`config.mk`:
```
export PLATFORM = sky130hd
export DESIGN_NAME = i2c_arbiter
export DESIGN_NICKNAME = d
export VERILOG_FILES = /design/src/rtl/i2c_arbiter.sv
export SDC_FILE = /design/constraint.sdc
export NUM_CORES = 1
export LEC_CHECK = 0
export ABC_AREA = 1
export CORE_AREA = 5 5 102 104
export DETAILED_ROUTE_END_ITERATION = 12
export DIE_AREA = 0 0 107 109
export GPL_TIMING_DRIVEN = 0
export PLACE_DENSITY = 0.89
export RECOVER_POWER = 50
export SYNTH_ARGS = -nofsm -noshare
export SYNTH_HDL_FRONTEND = slang
export SYNTH_SLANG_ARGS = --single-unit
```
`constraint.sdc`:
```
create_clock -name clk_i -period 2.3 [get_ports clk_i]
set_clock_uncertainty 0.05 [all_clocks]
set_input_delay 0.345 -clock clk_i [delete_from_list [all_inputs] [get_ports clk_i]]
set_output_delay 0.345 -clock clk_i [all_outputs]
set_load 0.005 [all_outputs]
```
`src/rtl/i2c_arbiter.sv`:
```
// i2c_arbiter
//   Shares one i2c_controller between NUM_REQ requesters. Winners are picked
//   round-robin, their transaction fields are latched onto the ctl_* outputs,
//   and the controller's completion (or a per-phase timeout) is reported back
//   to the owning requester as a one-cycle done_o pulse.
//
//   Ports
//     clk_i, rst_ni              clock, async active-low reset
//     req_i                      per-requester request (held until done_o)
//     address_i/rw_i             per-requester 7-bit address / direction
//     register_id_i              per-requester register pointer
//     register_value_i           per-requester write data
//     grant_o                    one-hot ownership
//     done_o/err_o/rdata_o       completion pulse, error flag, read byte
//     ctl_start_o                one-cycle start to the controller
//     ctl_address_o..value_o     latched fields of the current owner
//     ctl_busy_i/done_i/nack_i   controller status
//     ctl_rdata_i                controller read byte
//
//   state      | meaning
//   -----------+--------------------------------------------------------
//   IDLE       | no owner; arbitrate among pending requests
//   START      | owner latched; ctl_start_o issued on the way out
//   WAIT_BUSY  | waiting for the controller to acknowledge (busy)
//   WAIT_DONE  | controller busy; waiting for its done pulse
//   RELEASE    | done_o pulsing; grant dropped and round-robin pointer moved
module i2c_arbiter #(
    parameter int NUM_REQ        = 4,
    parameter int TIMEOUT_CYCLES = 4096
) (
    input  logic                 clk_i,
    input  logic                 rst_ni,
    input  logic [NUM_REQ-1:0]   req_i,
    input  logic [7*NUM_REQ-1:0] address_i,
    input  logic [NUM_REQ-1:0]   rw_i,
    input  logic [8*NUM_REQ-1:0] register_id_i,
    input  logic [8*NUM_REQ-1:0] register_value_i,
    output logic [NUM_REQ-1:0]   grant_o,
    output logic [NUM_REQ-1:0]   done_o,
    output logic                 err_o,
    output logic [7:0]           rdata_o,
    output logic                 ctl_start_o,
    output logic [6:0]           ctl_address_o,
    output logic                 ctl_rw_o,
    output logic [7:0]           ctl_register_id_o,
    output logic [7:0]           ctl_register_value_o,
    input  logic                 ctl_busy_i,
    input  logic                 ctl_done_i,
    input  logic                 ctl_nack_i,
    input  logic [7:0]           ctl_rdata_i
);

    localparam int IDX_W = (NUM_REQ > 1) ? $clog2(NUM_REQ) : 1;
    localparam int CNT_W = $clog2(TIMEOUT_CYCLES + 1);
    localparam logic [CNT_W-1:0]   TC_LAST = CNT_W'(TIMEOUT_CYCLES - 1);
    localparam logic [NUM_REQ-1:0] ONE_HOT = NUM_REQ'(1);

    typedef enum logic [2:0] {
        S_IDLE,
        S_START,
        S_WAIT_BUSY,
        S_WAIT_DONE,
        S_RELEASE
    } state_t;

    state_t r_state;
    state_t w_state_next;

    logic [IDX_W-1:0]   r_last;
    logic [IDX_W-1:0]   r_winner;
    logic [IDX_W-1:0]   w_pick_idx;
    logic               w_pick_valid;
    logic [CNT_W-1:0]   r_cnt;
    logic               w_complete;
    logic               w_timeout;

    logic [NUM_REQ-1:0] r_grant;
    logic [NUM_REQ-1:0] r_done;
    logic               r_err;
    logic [7:0]         r_rdata;
    logic               r_start;
    logic [6:0]         r_addr;
    logic               r_rw;
    logic [7:0]         r_reg_id;
    logic [7:0]         r_reg_val;

    logic [6:0]         w_addr_arr [NUM_REQ];
    logic [7:0]         w_id_arr   [NUM_REQ];
    logic [7:0]         w_val_arr  [NUM_REQ];

    always_comb begin
        for (int k = 0; k < NUM_REQ; k++) begin
            w_addr_arr[k] = address_i[7*k +: 7];
            w_id_arr[k]   = register_id_i[8*k +: 8];
            w_val_arr[k]  = register_value_i[8*k +: 8];
        end
    end

    // Candidate index for search position off, starting just after last winner.
    function automatic logic [IDX_W-1:0] rr_index(input logic [IDX_W-1:0] last, input int off);
        int t;
        t = int'(last) + 1 + off;
        if (t >= NUM_REQ) t = t - NUM_REQ;
        return IDX_W'(t);
    endfunction

    always_comb begin
        w_pick_valid = 1'b0;
        w_pick_idx   = '0;
        for (int i = 0; i < NUM_REQ; i++) begin
            if (!w_pick_valid && req_i[rr_index(r_last, i)]) begin
                w_pick_valid = 1'b1;
                w_pick_idx   = rr_index(r_last, i);
            end
        end
    end

    always_ff @(posedge clk_i or negedge rst_ni) begin
        if (!rst_ni) r_state <= S_IDLE;
        else         r_state <= w_state_next;
    end

    always_comb begin
        w_state_next = r_state;
        w_complete   = 1'b0;
        w_timeout    = 1'b0;
        case (r_state)
            S_IDLE:      if (w_pick_valid) w_state_next = S_START;
            S_START:     w_state_next = S_WAIT_BUSY;
            S_WAIT_BUSY: begin
                // A done that arrives before busy is ever seen still completes.
                if (ctl_done_i)            w_complete   = 1'b1;
                else if (ctl_busy_i)       w_state_next = S_WAIT_DONE;
                else if (r_cnt == TC_LAST) w_timeout    = 1'b1;
            end
            S_WAIT_DONE: begin
                if (ctl_done_i)            w_complete = 1'b1;
                else if (r_cnt == TC_LAST) w_timeout  = 1'b1;
            end
            S_RELEASE:   w_state_next = S_IDLE;
            default:     w_state_next = S_IDLE;
        endcase
        if (w_complete || w_timeout) w_state_next = S_RELEASE;
    end

    always_ff @(posedge clk_i or negedge rst_ni) begin
        if (!rst_ni) begin
            r_last    <= IDX_W'(NUM_REQ - 1);
            r_winner  <= '0;
            r_cnt     <= '0;
            r_grant   <= '0;
            r_done    <= '0;
            r_err     <= 1'b0;
            r_rdata   <= '0;
            r_start   <= 1'b0;
            r_addr    <= '0;
            r_rw      <= 1'b0;
            r_reg_id  <= '0;
            r_reg_val <= '0;
        end else begin
            r_start <= (r_state == S_START);
            r_done  <= '0;

            if (r_state == S_IDLE && w_pick_valid) begin
                r_grant   <= ONE_HOT << w_pick_idx;
                r_winner  <= w_pick_idx;
                r_addr    <= w_addr_arr[w_pick_idx];
                r_rw      <= rw_i[w_pick_idx];
                r_reg_id  <= w_id_arr[w_pick_idx];
                r_reg_val <= w_val_arr[w_pick_idx];
            end

            // Phase timer restarts on every state change, so each wait phase
            // gets the full budget.
            if (w_state_next != r_state)
                r_cnt <= '0;
            else if (r_state == S_WAIT_BUSY || r_state == S_WAIT_DONE)
                r_cnt <= r_cnt + CNT_W'(1);

            if (w_complete || w_timeout) begin
                r_done <= ONE_HOT << r_winner;
                r_err  <= w_timeout ? 1'b1 : ctl_nack_i;
                if (w_complete) r_rdata <= ctl_rdata_i;
            end

            if (r_state == S_RELEASE) begin
                r_grant <= '0;
                r_last  <= r_winner;
            end
        end
    end

    assign grant_o              = r_grant;
    assign done_o               = r_done;
    assign err_o                = r_err;
    assign rdata_o              = r_rdata;
    assign ctl_start_o          = r_start;
    assign ctl_address_o        = r_addr;
    assign ctl_rw_o             = r_rw;
    assign ctl_register_id_o    = r_reg_id;
    assign ctl_register_value_o = r_reg_val;

endmodule

```
Word-level counts from Yosys, hierarchy flattened
Cells that the tools add are included.
{ "totals": {"register_bits": 62} }
{ "op_classes": {"addsub": 9, "magnitude_cmp": 10, "n_eq_ne": 6, "shift": 2, "n_mux": 49, "bitwise": 1, "n_reduce_logical": 14} }
{ "op_table": {"columns": ["cell", "count"], "rows": [
  ["8-bit binary-select mux with 2-bit select", 2],
  ["8-bit two-way mux", 4],
  ["13-bit two-way mux", 2],
  ["1-bit two-way mux", 16],
  ["2-bit two-way mux", 8],
  ["2-bit by 3-bit less-than comparator with 1-bit output, second input constant", 5],
  ["7-bit binary-select mux with 2-bit select", 1],
  ["7-bit two-way mux", 2],
  ["13-bit by 1-bit adder with 13-bit output, second input constant", 1],
  ["13-bit by 12-bit == test with 1-bit output, second input constant", 1],
  ["4-bit by 3-bit greater-or-equal comparator with 1-bit output, second input constant", 3],
  ["3-bit two-way mux", 4],
  ["4-bit two-way mux", 3],
  ["3-bit one-hot mux with 4 select lines", 1],
  ["1-bit binary-select mux with 2-bit select", 5],
  ["3-bit by 2-bit adder with 4-bit output, second input constant", 2],
  ["1-bit by 2-bit << shifter with 4-bit output, first input constant", 2],
  ["2-bit by 1-bit subtractor with 2-bit output, second input constant", 4],
  ["3-bit by 2-bit == test with 1-bit output, second input constant", 2],
  ["3-bit greater-or-equal comparator, second input constant", 2],
  ["3-bit by 1-bit adder with 4-bit output, second input constant", 1],
  ["1-bit logical AND", 4],
  ["2-bit nonzero test", 2],
  ["2-bit by 1-bit adder with 3-bit output, second input constant", 1],
  ["other kinds (10)", 13]
]} }

Longest topological paths before layout
Gate-level depths: netlist (run 1).
{ "logic_depth": {"word_depth": 20, "ltp_mapped": 17, "depth_no_buf": 15} }

Least setup slack after synthesis (run 1)
Ideal clock, no wire load.
{ "synth_timing": {"path_type": "flip-flop to flip-flop", "startpoint": "register r_last[0]", "endpoint": "register r_addr[2] (netlist: ctl_address_o[2])", "setup_ns": 0.117, "t_arrival_ns": 1.771, "required_ns": 2.133, "setup_slack_ns": 0.363, "stages_incl_launch_ff": 17, "path_buffers": 3, "period_less_slack_ns": 1.937, "path_cell_list": "dfstp_2 > buf_6 > inv_4 > nand2_2 > nand2_2 > nand2_1 > nand2_1 > nor2_4 > nand3_4 > buf_6 > buf_6 > nand4_1 > nand2_1 > nand2_1 > nand2_1 > nand2_1 > nand2_1"} }
{ "synth_via": {"elab_chain_cells": 19, "word_cells_on_any_way": 43, "cone_classes": "add/sub: 8; order compare: 4; mux: 23; bitwise: 1; reduce/logical: 7"} }
{ "synth_rtl": {"columns": ["item", "line_no", "source"], "rows": [
  ["from (decl)", "69", "logic [IDX_W-1:0] r_last;"],
  ["from (signal assigned)", "148", "r_last <= IDX_W'(NUM_REQ - 1);"],
  ["from (signal assigned)", "188", "r_last <= r_winner;"],
  ["2-bit by 1-bit adder with 3-bit output (*)", "102", "t = int'(last) + 1 + off;"],
  ["branches (longest 18 deep; another with 3-bit by 1-bit adder with 4-bit output)", null, null],
  ["to (signal assigned)", "167", "r_addr <= w_addr_arr[w_pick_idx];"],
  ["to (decl)", "82", "logic [6:0] r_addr;"]
]} }
Mark *: on every way between the ends. The select of a mux whose other input is x is not followed.
A chain may end at the register's enable or synchronous reset.

Worst setup path in the final report (run 1)
{ "layout_timing": {"startpoint": "register r_last[0]", "endpoint": "register r_grant[3] (netlist: grant_o[3])"} }
{ "layout_via": {"elab_chain_cells": 18, "word_cells_on_any_way": 43, "cone_classes": "add/sub: 8; order compare: 4; shift: 1; mux: 22; reduce/logical: 8"} }
{ "layout_rtl": {"columns": ["item", "line_no", "source"], "rows": [
  ["2-bit by 1-bit adder with 3-bit output (*)", "102", null],
  ["branches (longest 17 deep; another with 3-bit by 1-bit adder with 4-bit output)", null, null],
  ["to (signal assigned)", "165", "r_grant <= ONE_HOT << w_pick_idx;"],
  ["to (decl)", "77", "logic [NUM_REQ-1:0] r_grant;"]
]} }
Marks and branches as above.

==> metrics.md, run 1 <==
| Metric | Value |
|---|---|
| Routed vias/inst | 5.32 |
| PD cells | 1550 nW/um^2 |
| Crit Path Class | reg -> reg |
| Crit path launch | r_last[0]$_DFFE_PN1N_ |
| Number of DRC markers in iteration 0 | 312 |
| Clock tree root driver cell | clkbuf_8 |
| Worst Path Buf+Inv | 4 |
| Worst slew margin | -21.5% |
| Layout area overhead | 53.8% |
| Leakage | 0.00310 uW |
| Crit path cell chain | buf_8 -> clkinv_8 -> nand2_4 -> nand2_4 -> nand2_4 -> nand2_4 -> nor2_4 -> nand3_4 -> nand3_2 -> buf_4 -> buf_6 -> nand3_1 -> o31ai_1 |
| Nets@finish | 855 |
| Vias in the first global route | 4742 |
| IO Port Bufs | 154 |
| Setup crit start kind | register |
| Fin crit share | 98.3% |
| Cts hold-fix bufs | 0 |
| CP Capture Type | register |
| First-pass iteration count of the detailed router | 5 |
| Core Region | 9460 um^2 |
| Adder-cell area share of the yosys netlist | 0.308% |
| Power, Total | 9710 uW |
| CP peak stage delay | 0.55 ns |
| Setup slack, reg-to-reg | 0.04 ns |
| CTS max path bufs | 2 |
| Share of layout cells above drive strength 1 | 15.8% |
| Final ANT Viol Nets | 0 |
| Critical Path Sink | grant_o[3]$_DFFE_PN0P_ |
| Remaining DRCs | 0 |
| Post-Synth Simple-Gate Area | 45.3% |
| Final-report hold violation count | 0 |
| Most frequent CP cell | nand2_4 |
| RSZ-0062 raised after global routing | yes |
| H-Tree Depth | 3 |
| Dpl ws | -0.0916 ns |
| Mapped Nets | 674 |
| Total CTS buffers | 9 |
| Sequential fraction of the synthesis area | 38.2% |
| Failing checks | max-capacitance violations, max-slew violations |
| Initial core utilization | 43.0% |
| Max Clock Freq | 442 MHz |
| Largest delay share family, worst path | simple AND/OR/NAND/NOR gates |
| Worst slew pin tran | 1.82 ns |
| Worst hold path class | in -> async |
| Clock transition at path regs | 0.09 ns |
| Syn Inst Count | 560 |
| First-pass GRT wire length | 22.1 mm |
| VDD IR max | 1000 uV |
| Reg-to-Reg Start | r_last[0]$_DFFE_PN1N_ |
| Xor/xnor share of the synthesized area | 2.37% |
| # IOs | 155 |
| Mux cell area share after synthesis | 2.46% |
| FF+latch count, synth | 62 |
| Detailed-route via count | 4574 |
| Critical path depth | 13 |
| Worst R2R Path Depth | 13 |
| Area of the multi-input gates | 2220 um^2 |
| Final setup TNS | 0 ns |
| Fin crit period | 2.26 ns |
| Fill cells | 734 |
| Mapped Avg Cell Area | 7.26 um^2 |
| ANT cells | 0 |
| Wire length per cell | 16.9 um |
| R2r endpoint | grant_o[3]$_DFFE_PN0P_ |
| CTS tree | done |
| Number of distinct library cells after synthesis | 32 |
| Critical path peak fanout | 10 |
| Die Ht | 109 um |
| Main combinational cell family by area after synthesis | simple AND/OR/NAND/NOR gates |
| Die ar. | 11700 um^2 |
| Routability-driven placement congestion ratio | 0.939 |
| Die width | 107 um |
| Maxcap violations | 1 |
| Initial antenna violation count | 0 |
| Later-pin clock latency in the skew report | 0.36 ns |
| Area of the mapped netlist | 4070 um^2 |
| CP arrival | 2.46 ns |
| Seq. cell area | 1550 um^2 |
| Crit path required time | 2.49 ns |
| Synth Area in Compound Gates | 2.40% |
| Syn. warnings | 0 |
| Outcome | complete, but fails checks |
| Endpoints failing setup | 0 |
| Crit path max-delay cell type | dfstp_2 |
| Final slew viol count | 32 |
| Std cell rows | 36 |
| Gr ovfl total | 0 |
| WHS | 0.426 ns |
| Setup ws final | 0.0383 ns |
| Sink Count | 62 |
| GRT Util Overall | 23.9% |
| Largest net degree at the start of global routing | 33 |
| Routed WL | 14.5 mm |
| Hpwl dp | 10.7 mm |
| Layout Utilization | 66.1% |
[cell usage after synthesis (all sizes together)]
library cell | count | share of area [%]
dfstp | 2 | 1.3
buf | 31 | 6.6
dfrtp | 60 | 37
mux2 | 8 | 2.2
nor3 | 7 | 0.98
xor2 | 9 | 1.9
xnor2 | 2 | 0.43
nand2 | 300 | 29
nand4 | 55 | 8.5
a21oi | 2 | 0.34
o31ai | 4 | 1.1
nand3 | 20 | 3.4
o21ai | 7 | 0.95
nor4 | 2 | 0.31
inv | 23 | 2.3
mux2i | 1 | 0.25
nor2 | 25 | 2.5
ha | 1 | 0.31
nand3b | 1 | 0.18
[cells in the final DEF (no fill, tap or decap), drive strengths merged]
master	instances
nand3b	1
nand3	20
ha	1
dlygate4sd3	4
a21oi	2
nor3	7
mux2i	1
xnor2	2
clkbuf	13
nand4	55
nor4	2
bufinv	2
o21ai	7
buf	44
inv	23
dfstp	2
clkinv	3
dfrtp	60
clkdlybuf4s50	149
xor2	9
nand2	300
o31ai	4
clkinvlp	2
nor2	25
mux2	8
[power breakdown]
part / switching, uW / total (uW) / internal, uW
clock network: 471 / 1080 / 613
logic: 3940 / 6840 / 2900
registers: 281 / 1790 / 1500
[cell families (layout without fill, tap and decap cells)]
kind of cell               after synthesis  in the layout
buffers and inverters                   54            240
and+or+nand+nor                        410            410
muxes                                    9              9
DFF                                     62             62
adders and majority gates                1              1
xor gates and xnor gates                11             11
AOI/OAI and AO/OA                       13             13
[metal layers]
metal | wire (um) | track usage (%) | part of all wire [%]
met2 | 7330 | 42.4 | 51
met5 | 0 | 0 | 0
met3 | 1280 | 6.51 | 8.8
met4 | 387 | 8.95 | 2.7
met1 | 5510 | 27.6 | 38
[stage by stage]
stage / area [um^2] / cells
2_1_floorplan: 4070 / 560
3_3_place_gp: 5750 / 828
3_5_place_dp: 5770 / 829
4_1_cts: 5990 / 845
5_1_grt: 6260 / 860
6_report: 6260 / 860
[how the worst min path moves through the flow]
stage                     cells past startpoint  slack, ns                                start                             endpoint
after floorplan                               0    -0.0006                               rst_ni         ctl_address_o[0]$_DFFE_PN0P_
after global placement                        2       0.41  ctl_register_value_o[3]$_DFFE_PN0P_  ctl_register_value_o[3]$_DFFE_PN0P_
after detailed placement                      1       0.40                               rst_ni                 r_cnt[9]$_DFFE_PN0P_
after CTS                                     1       0.03                               rst_ni  ctl_register_value_o[0]$_DFFE_PN0P_
after global routing                          1       0.46              r_winner[1]$_DFFE_PN0P_                  done_o[1]$_DFF_PN0_
final                                         1       0.43                               rst_ni                 r_cnt[7]$_DFFE_PN0P_
[repair_timing]
item,in CTS,in global routing
buffers inserted,0,13
setup endpoints to repair,0,43
gates resized for setup,0,35
[state kept, by name, summed over array words and instances (netlist names)]
name	count
ctl_register_value_o	8
err_o	1
r_cnt	13
ctl_address_o	7
ctl_rw_o	1
r_state	3
ctl_start_o	1
done_o	4
rdata_o	8
r_last	2
r_winner	2
ctl_register_id_o	8
grant_o	4
[cell type report]
cell class	instances	share of cell area, %
Timing Repair Buffer	170	27.3
Buffer	31	4.86
Clock inverter	7	1.56
Tap cell	114	2.28
Sequential cell	62	24.8
Clock buffer	9	1.98
Multi-Input combinational cell	444	35.5
Inverter	23	1.66
Note: power is estimated with default switching activity, not from simulation.
==> run 2: changes to the inputs <==
SETUP_SLACK_MARGIN = 0.3   (was default)
clock period = 2.2 ns   (was 2.3 ns; I/O delays follow)
==> metrics.md, run 2 (synthesis gave the netlist of run 1 again) <==
| Metric | Value |
|---|---|
| Max reg flops | 13 (unchanged) |
| Crit path launch | r_last[0]$_DFFE_PN1N_ |
| Reg with most FFs | r_cnt |
| Later-pin clock latency in the skew report | 0.35 ns (about the same) |
| Routed WL | 14.4 mm (-0.76%) |
| Endpoints failing setup | 13 (+13) |
| Fill cells | 725 (-1.2%) |
| Remaining DRCs | 0 (unchanged) |
| Outcome | complete, but fails checks |
| Power, Total | 10700 uW (+10%) |
| Max Clock Freq | 448 MHz (+1.2%) |
| Gr ovfl total | 0 (unchanged) |
| Total CTS buffers | 9 (unchanged) |
| IO Port Bufs | 154 (unchanged) |
| CP Capture Type | register |
| CP peak stage delay | 0.57 ns (+0.02 ns) |
| Largest net degree at the start of global routing | 35 (+6.1%) |
| Crit Path Class | reg -> reg |
| Critical path peak fanout | 10 (unchanged) |
| Detailed-route via count | 4637 (+1.4%) |
| Final-report hold violation count | 0 (unchanged) |
| Setup crit start kind | register |
| Reg-to-Reg Start | r_last[0]$_DFFE_PN1N_ |
| Comb pwr share | 73.2% (+2.8 points) |
| Initial core utilization | 43.0% (unchanged) |
| Setup ws final | -0.0343 ns (-0.0726 ns) |
| Worst R2R Path Depth | 16 (+3) |
| VDD IR max | 1290 uV (+29%) |
| Area of the multi-input gates | 2340 um^2 (+5.3%) |
| Worst slew pin tran | 0.826 ns (-0.997 ns) |
| RSZ-0062 raised after global routing | yes |
| Failing checks | negative setup slack |
| Worst slew margin | 44.9% (+66 points) |
| Clock transition at path regs | 0.07 ns (-0.02 ns) |
| # IOs | 155 (unchanged) |
| Most common cell after layout, fill and taps aside | nand2_1 |
| Hpwl dp | 10.5 mm (-1.5%) |
| Number of DRC markers in iteration 0 | 290 (-7.1%) |
| Crit path max-delay cell type | dfstp_2 |
| R2r endpoint | ctl_register_id_o[0]$_DFFE_PN0P_ |
| Nets@finish | 862 (+0.82%) |
| CTS tree | done |
| Share of layout cells above drive strength 1 | 20.5% (+4.6 points) |
| Commonest non-fill, non-tap cells in the layout | 255 x nand2_1, 153 x clkdlybuf4s50_1, 60 x dfrtp_1, 55 x nand4_1, 25 x nand2_2 |
| Routability-driven placement congestion ratio | 0.915 (-2.5%) |
| Leakage | 0.00314 uW (+1.3%) |
| Die Ht | 109 um (unchanged) |
| Sequential group share of total power | 17.3% (-1.1 points) |
| H-Tree Depth | 3 (unchanged) |
| Crit path required time | 2.40 ns (-0.09 ns) |
| CP arrival | 2.43 ns (-0.03 ns) |
| Setup slack, reg-to-reg | -0.03 ns (-0.07 ns) |
| Dpl ws | -0.0860 ns (+0.00558 ns) |
| Layout area overhead | 57.8% |
| Routed vias/inst | 5.35 (+0.56%) |
| Fin crit share | 102% (+3.2 points) |
| Critical Path Sink | ctl_register_id_o[0]$_DFFE_PN0P_ |
| Fin crit period | 2.23 ns (-0.0274 ns) |
| Sink Count | 62 (unchanged) |
| GRT Util Overall | 24.3% (+0.42 points) |
| Worst hold path class | reg -> reg |
| First-pass iteration count of the detailed router | 5 (unchanged) |
| First-pass GRT wire length | 22.4 mm (+1.7%) |
| Final ANT Viol Nets | 0 (unchanged) |
| Final slew viol count | 0 (-100%) |
| Std cell rows | 36 (unchanged) |
| Most frequent CP cell | nand2_4 |
| Switching part of the total | 48.3% (-0.059 points) |
| Clk network pwr share | 9.5% (-1.7 points) |
| Int Power | 5530 uW (+10%) |
| Crit path cell chain | buf_12 -> inv_12 -> nand2_4 -> nand2_4 -> nand2_4 -> nand2_4 -> nor2_4 -> buf_4 -> nand3_2 -> nand3_2 -> nand2_4 -> buf_4 -> nand2_1 -> nand2_1 -> nand2_1 -> nand2_1 |
| Hold Path Stages | 2 |
| Vias in the first global route | 4762 (+0.42%) |
| PD cells | 1670 nW/um^2 (+7.3%) |
| Initial antenna violation count | 0 (unchanged) |
| ANT cells | 0 (unchanged) |
| Die width | 107 um (unchanged) |
| Switching Power | 5160 uW (+10%) |
| Clock tree root driver cell | clkbuf_8 |
| Worst Path Buf+Inv | 4 (unchanged) |
| Wire length per cell | 16.6 um (-1.6%) |
| Critical path depth | 16 (+3) |
| Core Region | 9460 um^2 (unchanged) |
| Maxcap violations | 0 (-1) |
| Seq. cell area | 1550 um^2 (unchanged) |
| Largest delay share family, worst path | simple AND/OR/NAND/NOR gates |
| Die ar. | 11700 um^2 (unchanged) |
| CTS max path bufs | 2 (unchanged) |
## run 2: changes by cell type in the layout (fill, tap and decap cells not counted), moves of 3 or more
cell             previous run  this run
buf_6                      14        17
clkdlybuf4s50_1           149       153
dlygate4sd3_1               4         1
nand2_1                   277       255
nand2_2                     7        25
nand2_4                    16        20
nor2_1                     23        20
nor2_2                      1         4
## run 2: power groups by stage
stage | registers (uW) | logic [uW] | clock network, uW
after floorplan | 1830 | 4460 | 0
after global placement | 1830 | 6410 | 0
after detailed placement | 1850 | 6550 | 0
after CTS | 1840 | 7370 | 1030
after global routing | 1890 | 8530 | 1070
final | 1850 | 7820 | 1020
## run 2: worst min-delay path, cell delays in order, from the launching register on
cell,delay [ns]
dfrtp_1,0.35
nand2_1,0.05
nand2_1,0.05
## run 2: area by class of cell
type,instances,share of cell area [%]
well taps,114,2.22
multi-input cells,444,36.5
repair buffers,177,27.4
clock buffers,9,1.93
flip-flops and latches,62,24.2
plain buffers,31,4.83
clock inverters,7,1.15
inverters,23,1.73
## run 2: worst min-delay path by stage
| stage | startpoint | to | slack [ns] |
|---|---|---|---|
| finish | ctl_address_o[0]$_DFFE_PN0P_ | ctl_address_o[0]$_DFFE_PN0P_ | 0.43 |
| floorplan | rst_ni | ctl_address_o[0]$_DFFE_PN0P_ | -0.02 |
| global route | ctl_address_o[2]$_DFFE_PN0P_ | ctl_address_o[2]$_DFFE_PN0P_ | 0.46 |
| CTS | ctl_register_value_o[0]$_DFFE_PN0P_ | ctl_register_value_o[0]$_DFFE_PN0P_ | 0.44 |
| detailed placement | rst_ni | r_cnt[5]$_DFFE_PN0P_ | 0.36 |
| global placement | ctl_address_o[0]$_DFFE_PN0P_ | ctl_address_o[0]$_DFFE_PN0P_ | 0.41 |
## run 2: layer usage
| metal | vias to the layer above | wire length, um | track usage, % |
|---|---|---|---|
| li1 | 2194 | - | - |
| met1 | 2145 | 5390 | 27.2 |
| met2 | 256 | 7310 | 43.7 |
| met3 | 42 | 1230 | 6.75 |
| met4 | 0 | 465 | 10.0 |
| met5 | - | 0 | 0 |
## run 2: what timing repair did
action                     in CTS  in global routing
setup endpoints to repair      44                 48
hold buffers                    1                  0
cloned                          4                  0
hold endpoints to repair       26                  0
pin swaps                       5                 20
resized for setup              41                 34
setup buffers                  14                  3
## run 2: stage by stage
stage | TNS [ns] | cell area [um^2] | utilization (%) | cells | hold WS (ns)
3_3_place_gp | -70.28 | 5780 | 61.1 | 828 | 0.414
3_5_place_dp | -1.82 | 5800 | 61.3 | 829 | 0.359
5_1_grt | -3.36 | 6420 | 67.9 | 867 | 0.458
4_1_cts | 0 | 6310 | 66.7 | 864 | 0.442
2_1_floorplan | 0 | 4100 | - | 560 | -0.0156
6_report | -0.185 | 6420 | 67.9 | 867 | 0.433
